<file path="config.mk">
export PLATFORM = sky130hd
export DESIGN_NAME = uart_cmd_parser_flat
export DESIGN_NICKNAME = d
export VERILOG_FILES = /design/src/rtl/uart_cmd_parser_pkg.sv /design/src/rtl/uart_cmd_parser_if.sv /design/src/rtl/uart_byte_timer.sv /design/src/rtl/uart_cmd_parser.sv /design/src/flat_wrapper.sv
export SDC_FILE = /design/constraint.sdc
export NUM_CORES = 1
export LEC_CHECK = 0
export ABC_AREA = 1
export CAP_MARGIN = 25
export CORE_ASPECT_RATIO = 0.9
export CORE_MARGIN = 2
export CORE_UTILIZATION = 41
export CTS_CLUSTER_DIAMETER = 40
export DETAILED_ROUTE_END_ITERATION = 6
export DONT_BUFFER_PORTS = 1
export PLACE_DENSITY = 0.65
export SKIP_LAST_GASP = 1
export SLEW_MARGIN = 20
export SYNTH_ARGS = -nofsm -noshare
export SYNTH_HDL_FRONTEND = slang
export SYNTH_SLANG_ARGS = --single-unit
</file>
<file path="constraint.sdc">
create_clock -name clk_100MHz -period 2.1 [get_ports clk_100MHz]
set_input_delay 0.21 -clock clk_100MHz [delete_from_list [all_inputs] [get_ports clk_100MHz]]
set_output_delay 0.21 -clock clk_100MHz [all_outputs]
set_load 0.01 [all_outputs]
</file>
<file path="src/rtl/uart_cmd_parser_pkg.sv">
`default_nettype none
// +----------------------------------------------------------------------+
// | Module  : uart_cmd_parser_pkg                                        |
// | Brief   : Shared sync marker, ACK status codes and parser states.    |
// | Revision: 1.0                                                        |
// +----------------------------------------------------------------------+
package uart_cmd_parser_pkg;

    localparam logic [7:0] SYNC_BYTE_DEF = 8'hA5;

    localparam logic [7:0] ST_OK   = 8'h00;
    localparam logic [7:0] ST_CSUM = 8'h01;
    localparam logic [7:0] ST_LEN  = 8'h02;

    typedef enum logic [2:0] {
        S_IDLE    = 3'd0,
        S_OPCODE  = 3'd1,
        S_LEN     = 3'd2,
        S_PAYLOAD = 3'd3,
        S_CHECK   = 3'd4
    } state_e;

endpackage
`default_nettype wire

</file>
<file path="src/rtl/uart_cmd_parser_if.sv">
`default_nettype none
// +----------------------------------------------------------------------+
// | Module  : uart_cmd_parser_if                                         |
// | Brief   : Byte stream in, packet/error/ACK signals out.              |
// | Revision: 1.0                                                        |
// +----------------------------------------------------------------------+
interface uart_cmd_parser_if #(
    parameter int DBITS       = 8,
    parameter int MAX_PAYLOAD = 4,
    parameter int LEN_BITS    = 3
);
    logic                         rx_valid;
    logic [DBITS-1:0]             rx_byte;
    logic                         pkt_valid;
    logic [DBITS-1:0]             pkt_opcode;
    logic [LEN_BITS-1:0]          pkt_len;
    logic [DBITS*MAX_PAYLOAD-1:0] pkt_payload;
    logic                         err_checksum;
    logic                         err_length;
    logic                         err_timeout;
    logic                         busy;
    logic                         tx_trigger;
    logic [4*DBITS-1:0]           tx_in;

    modport master (
        input  rx_valid, rx_byte,
        output pkt_valid, pkt_opcode, pkt_len, pkt_payload,
        output err_checksum, err_length, err_timeout, busy,
        output tx_trigger, tx_in
    );

    modport slave (
        output rx_valid, rx_byte,
        input  pkt_valid, pkt_opcode, pkt_len, pkt_payload,
        input  err_checksum, err_length, err_timeout, busy,
        input  tx_trigger, tx_in
    );
endinterface
`default_nettype wire

</file>
<file path="src/rtl/uart_byte_timer.sv">
`default_nettype none
// +----------------------------------------------------------------------+
// | Module  : uart_byte_timer                                            |
// | Brief   : Inter-byte watchdog; one-cycle expire strobe.              |
// | Revision: 1.0                                                        |
// +----------------------------------------------------------------------+
module uart_byte_timer #(
    parameter int TIMEOUT_CYC = 1000000,
    parameter int TO_BITS     = 20
) (
    input  wire logic clk,
    input  wire logic rst,
    input  wire logic i_clear,
    input  wire logic i_enable,
    output logic      o_expire
);
    // cnt_q is 0 in the first cycle after a byte; the parser registers the
    // strobe one cycle after expire, so the error lands TIMEOUT_CYC-1 cycles
    // after the byte cycle.
    localparam logic [TO_BITS-1:0] LIMIT = TO_BITS'(TIMEOUT_CYC - 3);

    logic [TO_BITS-1:0] cnt_q;
    logic [TO_BITS-1:0] cnt_d;

    assign o_expire = i_enable && !i_clear && (cnt_q == LIMIT);

    always_comb begin
        cnt_d = cnt_q + TO_BITS'(1);
        if (i_clear || !i_enable || o_expire) begin
            cnt_d = '0;
        end
    end

    always_ff @(posedge clk) begin
        if (rst) begin
            cnt_q <= '0;
        end else begin
            cnt_q <= cnt_d;
        end
    end
endmodule
`default_nettype wire

</file>
<file path="src/rtl/uart_cmd_parser.sv">
`default_nettype none
// +----------------------------------------------------------------------+
// | Module  : uart_cmd_parser                                            |
// | Brief   : Frames UART bytes into checksummed packets, builds ACKs.   |
// | Revision: 1.0                                                        |
// +----------------------------------------------------------------------+
module uart_cmd_parser
    import uart_cmd_parser_pkg::*;
#(
    parameter int               DBITS       = 8,
    parameter int               MAX_PAYLOAD = 4,
    parameter int               LEN_BITS    = 3,
    parameter logic [DBITS-1:0] SYNC_BYTE   = DBITS'(SYNC_BYTE_DEF),
    parameter int               TIMEOUT_CYC = 1000000,
    parameter int               TO_BITS     = 20
) (
    input  wire logic         clk_100MHz,
    input  wire logic         reset,
    uart_cmd_parser_if.master bus
);
    localparam int PBITS = DBITS * MAX_PAYLOAD;

    state_e              state_q, state_d;
    logic [DBITS-1:0]    opc_q, opc_d, sum_q, sum_d;
    logic [LEN_BITS-1:0] len_q, len_d, idx_q, idx_d;
    logic [PBITS-1:0]    buf_q, buf_d;
    logic                busy_q, busy_d;
    logic                pkt_valid_q, pkt_valid_d;
    logic                err_checksum_q, err_checksum_d;
    logic                err_length_q, err_length_d;
    logic                err_timeout_q, err_timeout_d;
    logic                tx_trigger_q, tx_trigger_d;
    logic [DBITS-1:0]    pkt_opcode_q, pkt_opcode_d;
    logic [LEN_BITS-1:0] pkt_len_q, pkt_len_d;
    logic [PBITS-1:0]    pkt_payload_q, pkt_payload_d;
    logic [4*DBITS-1:0]  tx_in_q, tx_in_d;

    logic                w_expire;
    logic [DBITS-1:0]    w_sum_next;
    logic [LEN_BITS-1:0] w_idx_next;

    uart_byte_timer #(
        .TIMEOUT_CYC (TIMEOUT_CYC),
        .TO_BITS     (TO_BITS)
    ) u_timer (
        .clk      (clk_100MHz),
        .rst      (reset),
        .i_clear  (bus.rx_valid),
        .i_enable (state_q != S_IDLE),
        .o_expire (w_expire)
    );

    function automatic logic [4*DBITS-1:0] ack_word(input logic [DBITS-1:0] opc,
                                                    input logic [DBITS-1:0] st);
        return {SYNC_BYTE, opc, st, opc + st};
    endfunction

    assign w_sum_next = sum_q + bus.rx_byte;
    assign w_idx_next = idx_q + LEN_BITS'(1);

    always_comb begin
        state_d        = state_q;
        opc_d          = opc_q;
        sum_d          = sum_q;
        len_d          = len_q;
        idx_d          = idx_q;
        buf_d          = buf_q;
        pkt_valid_d    = 1'b0;
        err_checksum_d = 1'b0;
        err_length_d   = 1'b0;
        err_timeout_d  = 1'b0;
        tx_trigger_d   = 1'b0;
        pkt_opcode_d   = pkt_opcode_q;
        pkt_len_d      = pkt_len_q;
        pkt_payload_d  = pkt_payload_q;
        tx_in_d        = tx_in_q;

        // Expire is already gated off by a same-cycle byte, so the byte wins.
        if (w_expire) begin
            err_timeout_d = 1'b1;
            state_d       = S_IDLE;
        end else if (bus.rx_valid) begin
            unique case (state_q)
                S_IDLE: begin
                    if (bus.rx_byte == SYNC_BYTE) begin
                        buf_d   = '0;
                        idx_d   = '0;
                        sum_d   = '0;
                        state_d = S_OPCODE;
                    end
                end
                S_OPCODE: begin
                    opc_d   = bus.rx_byte;
                    sum_d   = bus.rx_byte;
                    state_d = S_LEN;
                end
                S_LEN: begin
                    sum_d = w_sum_next;
                    if (bus.rx_byte > DBITS'(MAX_PAYLOAD)) begin
                        err_length_d = 1'b1;
                        tx_trigger_d = 1'b1;
                        tx_in_d      = ack_word(opc_q, DBITS'(ST_LEN));
                        state_d      = S_IDLE;
                    end else begin
                        len_d   = LEN_BITS'(bus.rx_byte);
                        state_d = (bus.rx_byte == '0) ? S_CHECK : S_PAYLOAD;
                    end
                end
                S_PAYLOAD: begin
                    for (int i = 0; i < MAX_PAYLOAD; i++) begin
                        if (idx_q == LEN_BITS'(i)) begin
                            buf_d[i*DBITS +: DBITS] = bus.rx_byte;
                        end
                    end
                    sum_d = w_sum_next;
                    idx_d = w_idx_next;
                    if (w_idx_next == len_q) begin
                        state_d = S_CHECK;
                    end
                end
                S_CHECK: begin
                    tx_trigger_d = 1'b1;
                    if (bus.rx_byte == sum_q) begin
                        pkt_valid_d   = 1'b1;
                        pkt_opcode_d  = opc_q;
                        pkt_len_d     = len_q;
                        pkt_payload_d = buf_q;
                        tx_in_d       = ack_word(opc_q, DBITS'(ST_OK));
                    end else begin
                        err_checksum_d = 1'b1;
                        tx_in_d        = ack_word(opc_q, DBITS'(ST_CSUM));
                    end
                    state_d = S_IDLE;
                end
                default: state_d = S_IDLE;
            endcase
        end

        busy_d = (state_d != S_IDLE);
    end

    always_ff @(posedge clk_100MHz) begin
        if (reset) begin
            state_q        <= S_IDLE;
            opc_q          <= '0;
            sum_q          <= '0;
            len_q          <= '0;
            idx_q          <= '0;
            buf_q          <= '0;
            busy_q         <= 1'b0;
            pkt_valid_q    <= 1'b0;
            err_checksum_q <= 1'b0;
            err_length_q   <= 1'b0;
            err_timeout_q  <= 1'b0;
            tx_trigger_q   <= 1'b0;
            pkt_opcode_q   <= '0;
            pkt_len_q      <= '0;
            pkt_payload_q  <= '0;
            tx_in_q        <= '0;
        end else begin
            state_q        <= state_d;
            opc_q          <= opc_d;
            sum_q          <= sum_d;
            len_q          <= len_d;
            idx_q          <= idx_d;
            buf_q          <= buf_d;
            busy_q         <= busy_d;
            pkt_valid_q    <= pkt_valid_d;
            err_checksum_q <= err_checksum_d;
            err_length_q   <= err_length_d;
            err_timeout_q  <= err_timeout_d;
            tx_trigger_q   <= tx_trigger_d;
            pkt_opcode_q   <= pkt_opcode_d;
            pkt_len_q      <= pkt_len_d;
            pkt_payload_q  <= pkt_payload_d;
            tx_in_q        <= tx_in_d;
        end
    end

    assign bus.busy         = busy_q;
    assign bus.pkt_valid    = pkt_valid_q;
    assign bus.err_checksum = err_checksum_q;
    assign bus.err_length   = err_length_q;
    assign bus.err_timeout  = err_timeout_q;
    assign bus.tx_trigger   = tx_trigger_q;
    assign bus.pkt_opcode   = pkt_opcode_q;
    assign bus.pkt_len      = pkt_len_q;
    assign bus.pkt_payload  = pkt_payload_q;
    assign bus.tx_in        = tx_in_q;
endmodule
`default_nettype wire

</file>
<file path="src/flat_wrapper.sv">
// flat-port wrapper written by rule: the top's interface ports become plain ports
module uart_cmd_parser_flat import uart_cmd_parser_pkg::*;
#(
    parameter int               DBITS       = 8,
    parameter int               MAX_PAYLOAD = 4,
    parameter int               LEN_BITS    = 3,
    parameter logic [DBITS-1:0] SYNC_BYTE   = DBITS'(SYNC_BYTE_DEF),
    parameter int               TIMEOUT_CYC = 1000000,
    parameter int               TO_BITS     = 20
)
  (clk_100MHz, reset, bus_rx_valid, bus_rx_byte, bus_pkt_valid, bus_pkt_opcode, bus_pkt_len, bus_pkt_payload, bus_err_checksum, bus_err_length, bus_err_timeout, bus_busy, bus_tx_trigger, bus_tx_in);
  uart_cmd_parser_if #(.DBITS(DBITS), .MAX_PAYLOAD(MAX_PAYLOAD), .LEN_BITS(LEN_BITS)) bus_i ();
  input  wire logic clk_100MHz;
  input  wire logic reset;
  input wire logic [$bits(bus_i.rx_valid)-1:0] bus_rx_valid;
  input wire logic [$bits(bus_i.rx_byte)-1:0] bus_rx_byte;
  output wire logic [$bits(bus_i.pkt_valid)-1:0] bus_pkt_valid;
  output wire logic [$bits(bus_i.pkt_opcode)-1:0] bus_pkt_opcode;
  output wire logic [$bits(bus_i.pkt_len)-1:0] bus_pkt_len;
  output wire logic [$bits(bus_i.pkt_payload)-1:0] bus_pkt_payload;
  output wire logic [$bits(bus_i.err_checksum)-1:0] bus_err_checksum;
  output wire logic [$bits(bus_i.err_length)-1:0] bus_err_length;
  output wire logic [$bits(bus_i.err_timeout)-1:0] bus_err_timeout;
  output wire logic [$bits(bus_i.busy)-1:0] bus_busy;
  output wire logic [$bits(bus_i.tx_trigger)-1:0] bus_tx_trigger;
  output wire logic [$bits(bus_i.tx_in)-1:0] bus_tx_in;
  assign bus_i.rx_valid = bus_rx_valid;
  assign bus_i.rx_byte = bus_rx_byte;
  assign bus_pkt_valid = bus_i.pkt_valid;
  assign bus_pkt_opcode = bus_i.pkt_opcode;
  assign bus_pkt_len = bus_i.pkt_len;
  assign bus_pkt_payload = bus_i.pkt_payload;
  assign bus_err_checksum = bus_i.err_checksum;
  assign bus_err_length = bus_i.err_length;
  assign bus_err_timeout = bus_i.err_timeout;
  assign bus_busy = bus_i.busy;
  assign bus_tx_trigger = bus_i.tx_trigger;
  assign bus_tx_in = bus_i.tx_in;
  uart_cmd_parser #(.DBITS(DBITS), .MAX_PAYLOAD(MAX_PAYLOAD), .LEN_BITS(LEN_BITS), .SYNC_BYTE(SYNC_BYTE), .TIMEOUT_CYC(TIMEOUT_CYC), .TO_BITS(TO_BITS)) u_core (.clk_100MHz(clk_100MHz), .reset(reset), .bus(bus_i));
endmodule
</file>
==> Word level (Yosys, flattened, before mapping) <==
Index checks and enable logic that the tools add are counted.
{ "classes": {"addsub": 5, "mul": 0, "n_div": 0, "n_lt_le_gt_ge": 1, "eq_ne": 17, "shift": 0, "n_mux": 25, "n_bitwise": 5, "n_reduce_logical": 29} }
{ "op_table": {"columns": ["cell", "count"], "rows": [
  ["$pmux W32 S2", 2],
  ["$mux W32", 2],
  ["$mux W8", 5],
  ["$pmux W8 S3", 1],
  ["$mux W3", 7],
  ["$add A20 B1 Y20 const B", 1],
  ["$eq A20 B20 Y1 const B", 1],
  ["$reduce_and A4 Y1", 5],
  ["$reduce_and A5 Y1", 4],
  ["$eq A3 B2 Y1 const B", 4],
  ["$ne A2 B1 Y1 const B", 6],
  ["$pmux W3 S4", 1],
  ["$mux W9", 1],
  ["$reduce_bool A3 Y1", 3],
  ["$add A8 B1 Y8 const B", 1],
  ["$add A8 B2 Y8 const B", 1],
  ["$add A8 B8 Y8", 1],
  ["$eq A8 B8 Y1", 1],
  ["$eq A8 B8 Y1 const B", 1],
  ["$gt A8 B3 Y1 const B", 1],
  ["$logic_not A8 Y1", 1],
  ["$reduce_or A4 Y1", 2],
  ["$eq A3 B1 Y1 const B", 2],
  ["$logic_not A3 Y1", 2],
  ["other kinds (14)", 26]
]} }
{ "totals": {"register_bits": 158, "latchBits": 0, "ram_bits": 0, "romBits": 0, "input_bits": 11, "elab_cells": 102, "n_memories": 0} }

==> Longest topological paths before layout <==
{ "logic_depth": {"ltp_word": 7, "depth_mapped": 12, "depth_no_buf": 12} }

==> Modules after synthesis <==
A second synthesis with hierarchy kept.
{ "hier_totals": {"hier_cells": 955, "area_unflattened_um2": 7033.0} }
{ "by_module_without_submodules": {"columns": ["module", "instances", "cells_each", "area_per_inst_um2", "seq_area_each_um2"], "rows": [
  ["uart_cmd_parser", 1, 784, 5841.9, 2502.4],
  ["uart_byte_timer", 1, 171, 1191.1, 400.4]
]} }

==> Worst setup path after synthesis <==
OpenSTA, ideal clock, no wires.
{ "synth_path": {"path_kind": "register to register", "startpoint": "register u_core.sum_q[2]", "endpoint": "register u_core.tx_in_q[3], in the netlist u_core.bus.tx_in[3]", "arrival_ns": 1.562, "path_slack_ns": 0.429, "path_stages_with_launch": 13, "path_buffers": 1, "synth_period_minus_slack_ns": 1.671, "cell_sequence": "dfxtp_1 ha_1 nor2_1 nand2_1 nor2_2 nand2_1 buf_2 o21ai_0 o21ai_0 nand2_1 nand3_1 nand2_1 inv_1"} }
{ "synth_between": {"elab_chain_cells": 3} }
{ "synth_rtl": {"columns": ["element", "line", "rtl"], "rows": [
  ["start: declaration", "uart_cmd_parser.sv:24", "logic [DBITS-1:0] opc_q, opc_d, sum_q, sum_d;"],
  ["start signal: assignment", "uart_cmd_parser.sv:163", "sum_q <= sum_d;"],
  ["$eq A8 B8 Y1", "uart_cmd_parser.sv:123", "if (bus.rx_byte == sum_q) begin"],
  ["$mux W9", "uart_cmd_parser.sv:123", null],
  ["$pmux W32 S2", "uart_cmd_parser.sv:83", "unique case (state_q)"],
  ["end signal: assignment", "uart_cmd_parser.sv:176", "tx_in_q <= tx_in_d;"],
  ["end: declaration", "uart_cmd_parser.sv:36", "logic [4*DBITS-1:0] tx_in_q, tx_in_d;"]
]} }
Every way passes these cells.
A chain may end at the register's enable or synchronous reset.

==> Final worst setup path <==
{ "layout_path": {"startpoint": "register u_core.sum_q[2]", "endpoint": "register u_core.pkt_payload_q[15], in the netlist u_core.bus.pkt_payload[15]"} }
{ "layout_between": {"elab_chain_cells": 2} }
{ "layout_rtl": {"columns": ["element", "line", "rtl"], "rows": [
  ["$eq A8 B8 Y1", "uart_cmd_parser.sv:123", null],
  ["$reduce_and A4 Y1 (no line)", null, null],
  ["end signal: assignment", "uart_cmd_parser.sv:175", "pkt_payload_q <= pkt_payload_d;"],
  ["end: declaration", "uart_cmd_parser.sv:35", "logic [PBITS-1:0] pkt_payload_q, pkt_payload_d;"]
]} }
Every way passes these cells.

==> impl_metrics.env <==
export IMPL_status="finished, final reports clean"
export IMPL_routed_wl_um=16000
export IMPL_slew_limit_headroom=0.623
export IMPL_first_pass_iters=6
export IMPL_m1WireLength_um=7890
export IMPL_portBuffers=0
export IMPL_core_um2=16100
export IMPL_cts_sinks=145
export IMPL_io_pins=92
export IMPL_cp_startpoint="u_core.sum_q[2]"
export IMPL_clkPwrFrac=0.497
export IMPL_start_kind="register"
export IMPL_antenna_found_initial=0
export IMPL_grt_max_degree=88
export IMPL_cts_tree="done"
export IMPL_yosys_warnings=0
export IMPL_met2_length_um=6620
export IMPL_grt_setup_unrepaired="false"
export IMPL_p_int_uw=4750
export IMPL_power_frac_seq=0.457
export IMPL_grt_use_total=0.186
export IMPL_drive_gt1_frac=0.0776
export IMPL_crit_type="register to register"
export IMPL_hold_viol_final=0
export IMPL_diodes=0
export IMPL_cts_root_buf="clkbuf_16"
export IMPL_clkTransAtPathRegs_ns=0.06
export IMPL_ir_worst_vdd_uv=505
export IMPL_dp_hpwl_um=10900
export IMPL_fin_crit_sh=0.889
export IMPL_num_rows=44
export IMPL_start_util=0.418
export IMPL_cts_made_buffers=17
export IMPL_htreeDepth=4
export IMPL_p_comb_frac=0.046
export IMPL_grt_pass1_vias=5119
export IMPL_hold_slack_ns=0.0164
export IMPL_grt_pass1_wl_um=26300
export IMPL_clock_path_buffers=2
export IMPL_avgSynthCellArea_um2=7.15
export IMPL_fin_crit_ns=1.87
export IMPL_p_per_area_nw_per_um2=816
export IMPL_synth_cell_types=41
export IMPL_n_fill_cell=1618
export IMPL_top_layer="met4"
export IMPL_postRouteAntennaNets=0
export IMPL_p_leak_uw=0.00304
export IMPL_worst_hold_startpoint="bus_rx_byte[4]"
export IMPL_ys_ff_latch=145
export IMPL_drtIter0Drc=459
export IMPL_fin_nets=969
export IMPL_clk_latency_ns=0.43
export IMPL_drv_cap=0
export IMPL_netSwitchingFraction=0.229
export IMPL_tightestPinTransition_ns=0.563
export IMPL_cp_arrival_ns=2.18
export IMPL_gp_congestion=0.850
export IMPL_total_power_uw=6170
export IMPL_dieArea_um2=17400
export IMPL_async_reset_ff_frac=0
export IMPL_seq_area_frac_synth=0.432
export IMPL_drc=0
export IMPL_place_inst=1119
export IMPL_overflow=0
export IMPL_end_kind="register"
export IMPL_syn_area_um2=6720
export IMPL_synthFlopType="dfxtp_1"
export IMPL_max_freq_mhz=535
export IMPL_finalSetupTns_ns=0
export IMPL_hp_class="primary input to register"
export IMPL_wl_per_cell_um=13.8
export IMPL_avgViaCountPerCell=4.96
export IMPL_maxSlewViolCount=0
export IMPL_switching_power_uw=1410
export IMPL_setup_slack_ns=0.232
export IMPL_fp_dieW_um=139
export IMPL_area_growth_pct=12.4
export IMPL_syn_inst=940
export IMPL_wl_met3_um=1290
export IMPL_synth_edf_count=0
export IMPL_critPathMaxFanout=87
export IMPL_instances_no_fill=1161
export IMPL_route_vias_total=5761
export IMPL_fp_dieH_um=125
export IMPL_finalSetupViolCount=0
export IMPL_crit_required_ns=2.41
export IMPL_pre_cts_ws_ns=0.120
export IMPL_fin_skew_ns=0.00788
export IMPL_r2r_start="u_core.sum_q[2]"
[worst paths after layout]
| path | cells after the start | slack [ns] | end |
|---|---|---|---|
| max | 8 | 0.23 | u_core.bus.pkt_payload[15] |
| min | 2 | 0.02 | u_core.sum_q[4] |
| max reg2reg | 8 | 0.23 | u_core.bus.pkt_payload[15] |
| min reg2reg | 2 | 0.46 | u_core.buf_q[21] |
[metrics by stage]
step	util	cell area, um2
6_report	0.470	7560
2_1_floorplan	-	6750
3_3_place_gp	0.426	6840
3_5_place_dp	0.426	6840
4_1_cts	0.470	7550
5_1_grt	0.470	7560
[power groups by stage]
stage / registers, uW / clock network, uW / logic, uW
6_report: 2820 / 3060 / 283
5_1_grt: 2820 / 3250 / 324
4_1_cts: 2820 / 3120 / 280
3_5_place_dp: 2880 / 0 / 248
3_3_place_gp: 2880 / 0 / 246
2_1_floorplan: 2870 / 0 / 232
[worst max-delay path, stage by stage, from the launching register on]
cell and delay, ns:
dfxtp_1 0.31, ha_1 0.35, nor2_1 0.12, nand2_1 0.09, nor2_4 0.20, nand3_2 0.12
buf_12 0.22, o21ai_0 0.24, a21oi_1 0.06
[state kept, by name, summed over array words and instances (netlist names)]
signal,cells
u_core.bus.err_length,1
u_core.opc_q,8
u_core.bus.err_checksum,1
u_core.idx_q,3
u_core.buf_q,32
u_core.bus.err_timeout,1
u_core.bus.pkt_len,3
u_core.bus.pkt_valid,1
u_core.bus.pkt_opcode,8
u_core.bus.busy,1
u_core.u_timer.cnt_q,20
u_core.bus.tx_in,19
u_core.state_q,3
u_core.bus.tx_trigger,1
u_core.len_q,3
u_core.sum_q,8
u_core.bus.pkt_payload,32
[placed cells by master (no fill, tap or decap), types with 2 or more instances in the layout]
cell type	synthesis	final
a211oi_1	4	4
a21oi_1	101	101
a21oi_2	2	2
buf_12	0	2
buf_4	13	9
bufinv_16	0	3
clkbuf_1	23	3
clkbuf_16	0	17
clkinv_4	0	2
clkinvlp_4	0	5
conb_1	1	10
dfxtp_1	145	145
dlygate4sd3_1	0	9
ha_1	16	16
inv_1	118	118
inv_2	9	10
nand2_1	172	171
nand2_2	2	3
nand2_4	2	2
nand3_1	37	37
nand3_2	2	2
nand3b_1	2	2
nand4_1	10	10
nor2_1	126	126
nor2_2	3	2
nor2_4	4	5
nor3_1	11	11
o211ai_1	2	2
o21a_1	3	3
o21ai_0	89	89
or2_2	4	4
xnor2_1	3	3
xor2_1	13	13
[metal layers]
metal / vias up / global-route usage
met5: - / 0
met4: 0 / 0.0618
met3: 22 / 0.0655
met2: 147 / 0.265
met1: 2605 / 0.263
li1: 2987 / -
[cells in the mapped netlist (2+ instances only)]
master    number  share of area
nand2_1      172          0.096
nor2_4         4         0.0067
buf_4         13          0.015
inv_2          9         0.0050
ha_1          16          0.030
nand4_1       10         0.0093
o21a_1         3         0.0034
xnor2_1        3         0.0039
nor3_1        11         0.0082
nor2_2         3         0.0028
a21oi_2        2         0.0026
nor2_1       126          0.070
inv_1        118          0.066
nand3b_1       2         0.0022
xor2_1        13          0.017
dfxtp_1      145           0.43
o21ai_0       89          0.066
clkbuf_1      23          0.013
nand2_2        2         0.0019
nand2_4        2         0.0034
buf_2          8         0.0060
o211ai_1       2         0.0022
nand3_1       37          0.028
nand3_2        2         0.0030
buf_6          3         0.0050
a211oi_1       4         0.0045
a21oi_1      101          0.075
or2_2          4         0.0037
[cells by family (layout without fill, tap and decap cells)]
family | Yosys count | in the layout | share of synthesized area
XOR/XNOR | 17 | 17 | 0.0233
AO/OA/AOI/OAI | 206 | 206 | 0.161
AND/OR/NAND/NOR | 378 | 378 | 0.240
flip-flops | 145 | 145 | 0.432
other | 1 | 10 | 0.000558
adder cells (fa/ha/maj) | 17 | 17 | 0.0328
buffers and inverters | 176 | 181 | 0.111
[timing repair]
action | 4_1_cts | 5_1_grt
buffers inserted | 0 | 0
gates resized for setup | 0 | 2
hold buffers | 10 | 0
endpoints found under the hold margin | 40 | 0
endpoints found under the setup margin | 0 | 11
[final cells by class]
| class | count | area (um2) | share of cell area |
|---|---|---|---|
| clock buffers | 20 | 437 | 0.0578 |
| clock inverters | 12 | 159 | 0.0210 |
| inverters | 129 | 487 | 0.0644 |
| multi-input cells | 628 | 3110 | 0.412 |
| flip-flops and latches | 145 | 2900 | 0.384 |
| well taps | 207 | 259 | 0.0343 |
| repair buffers | 20 | 198 | 0.0262 |
No activity file was read; power rests on OpenSTA's default activity.
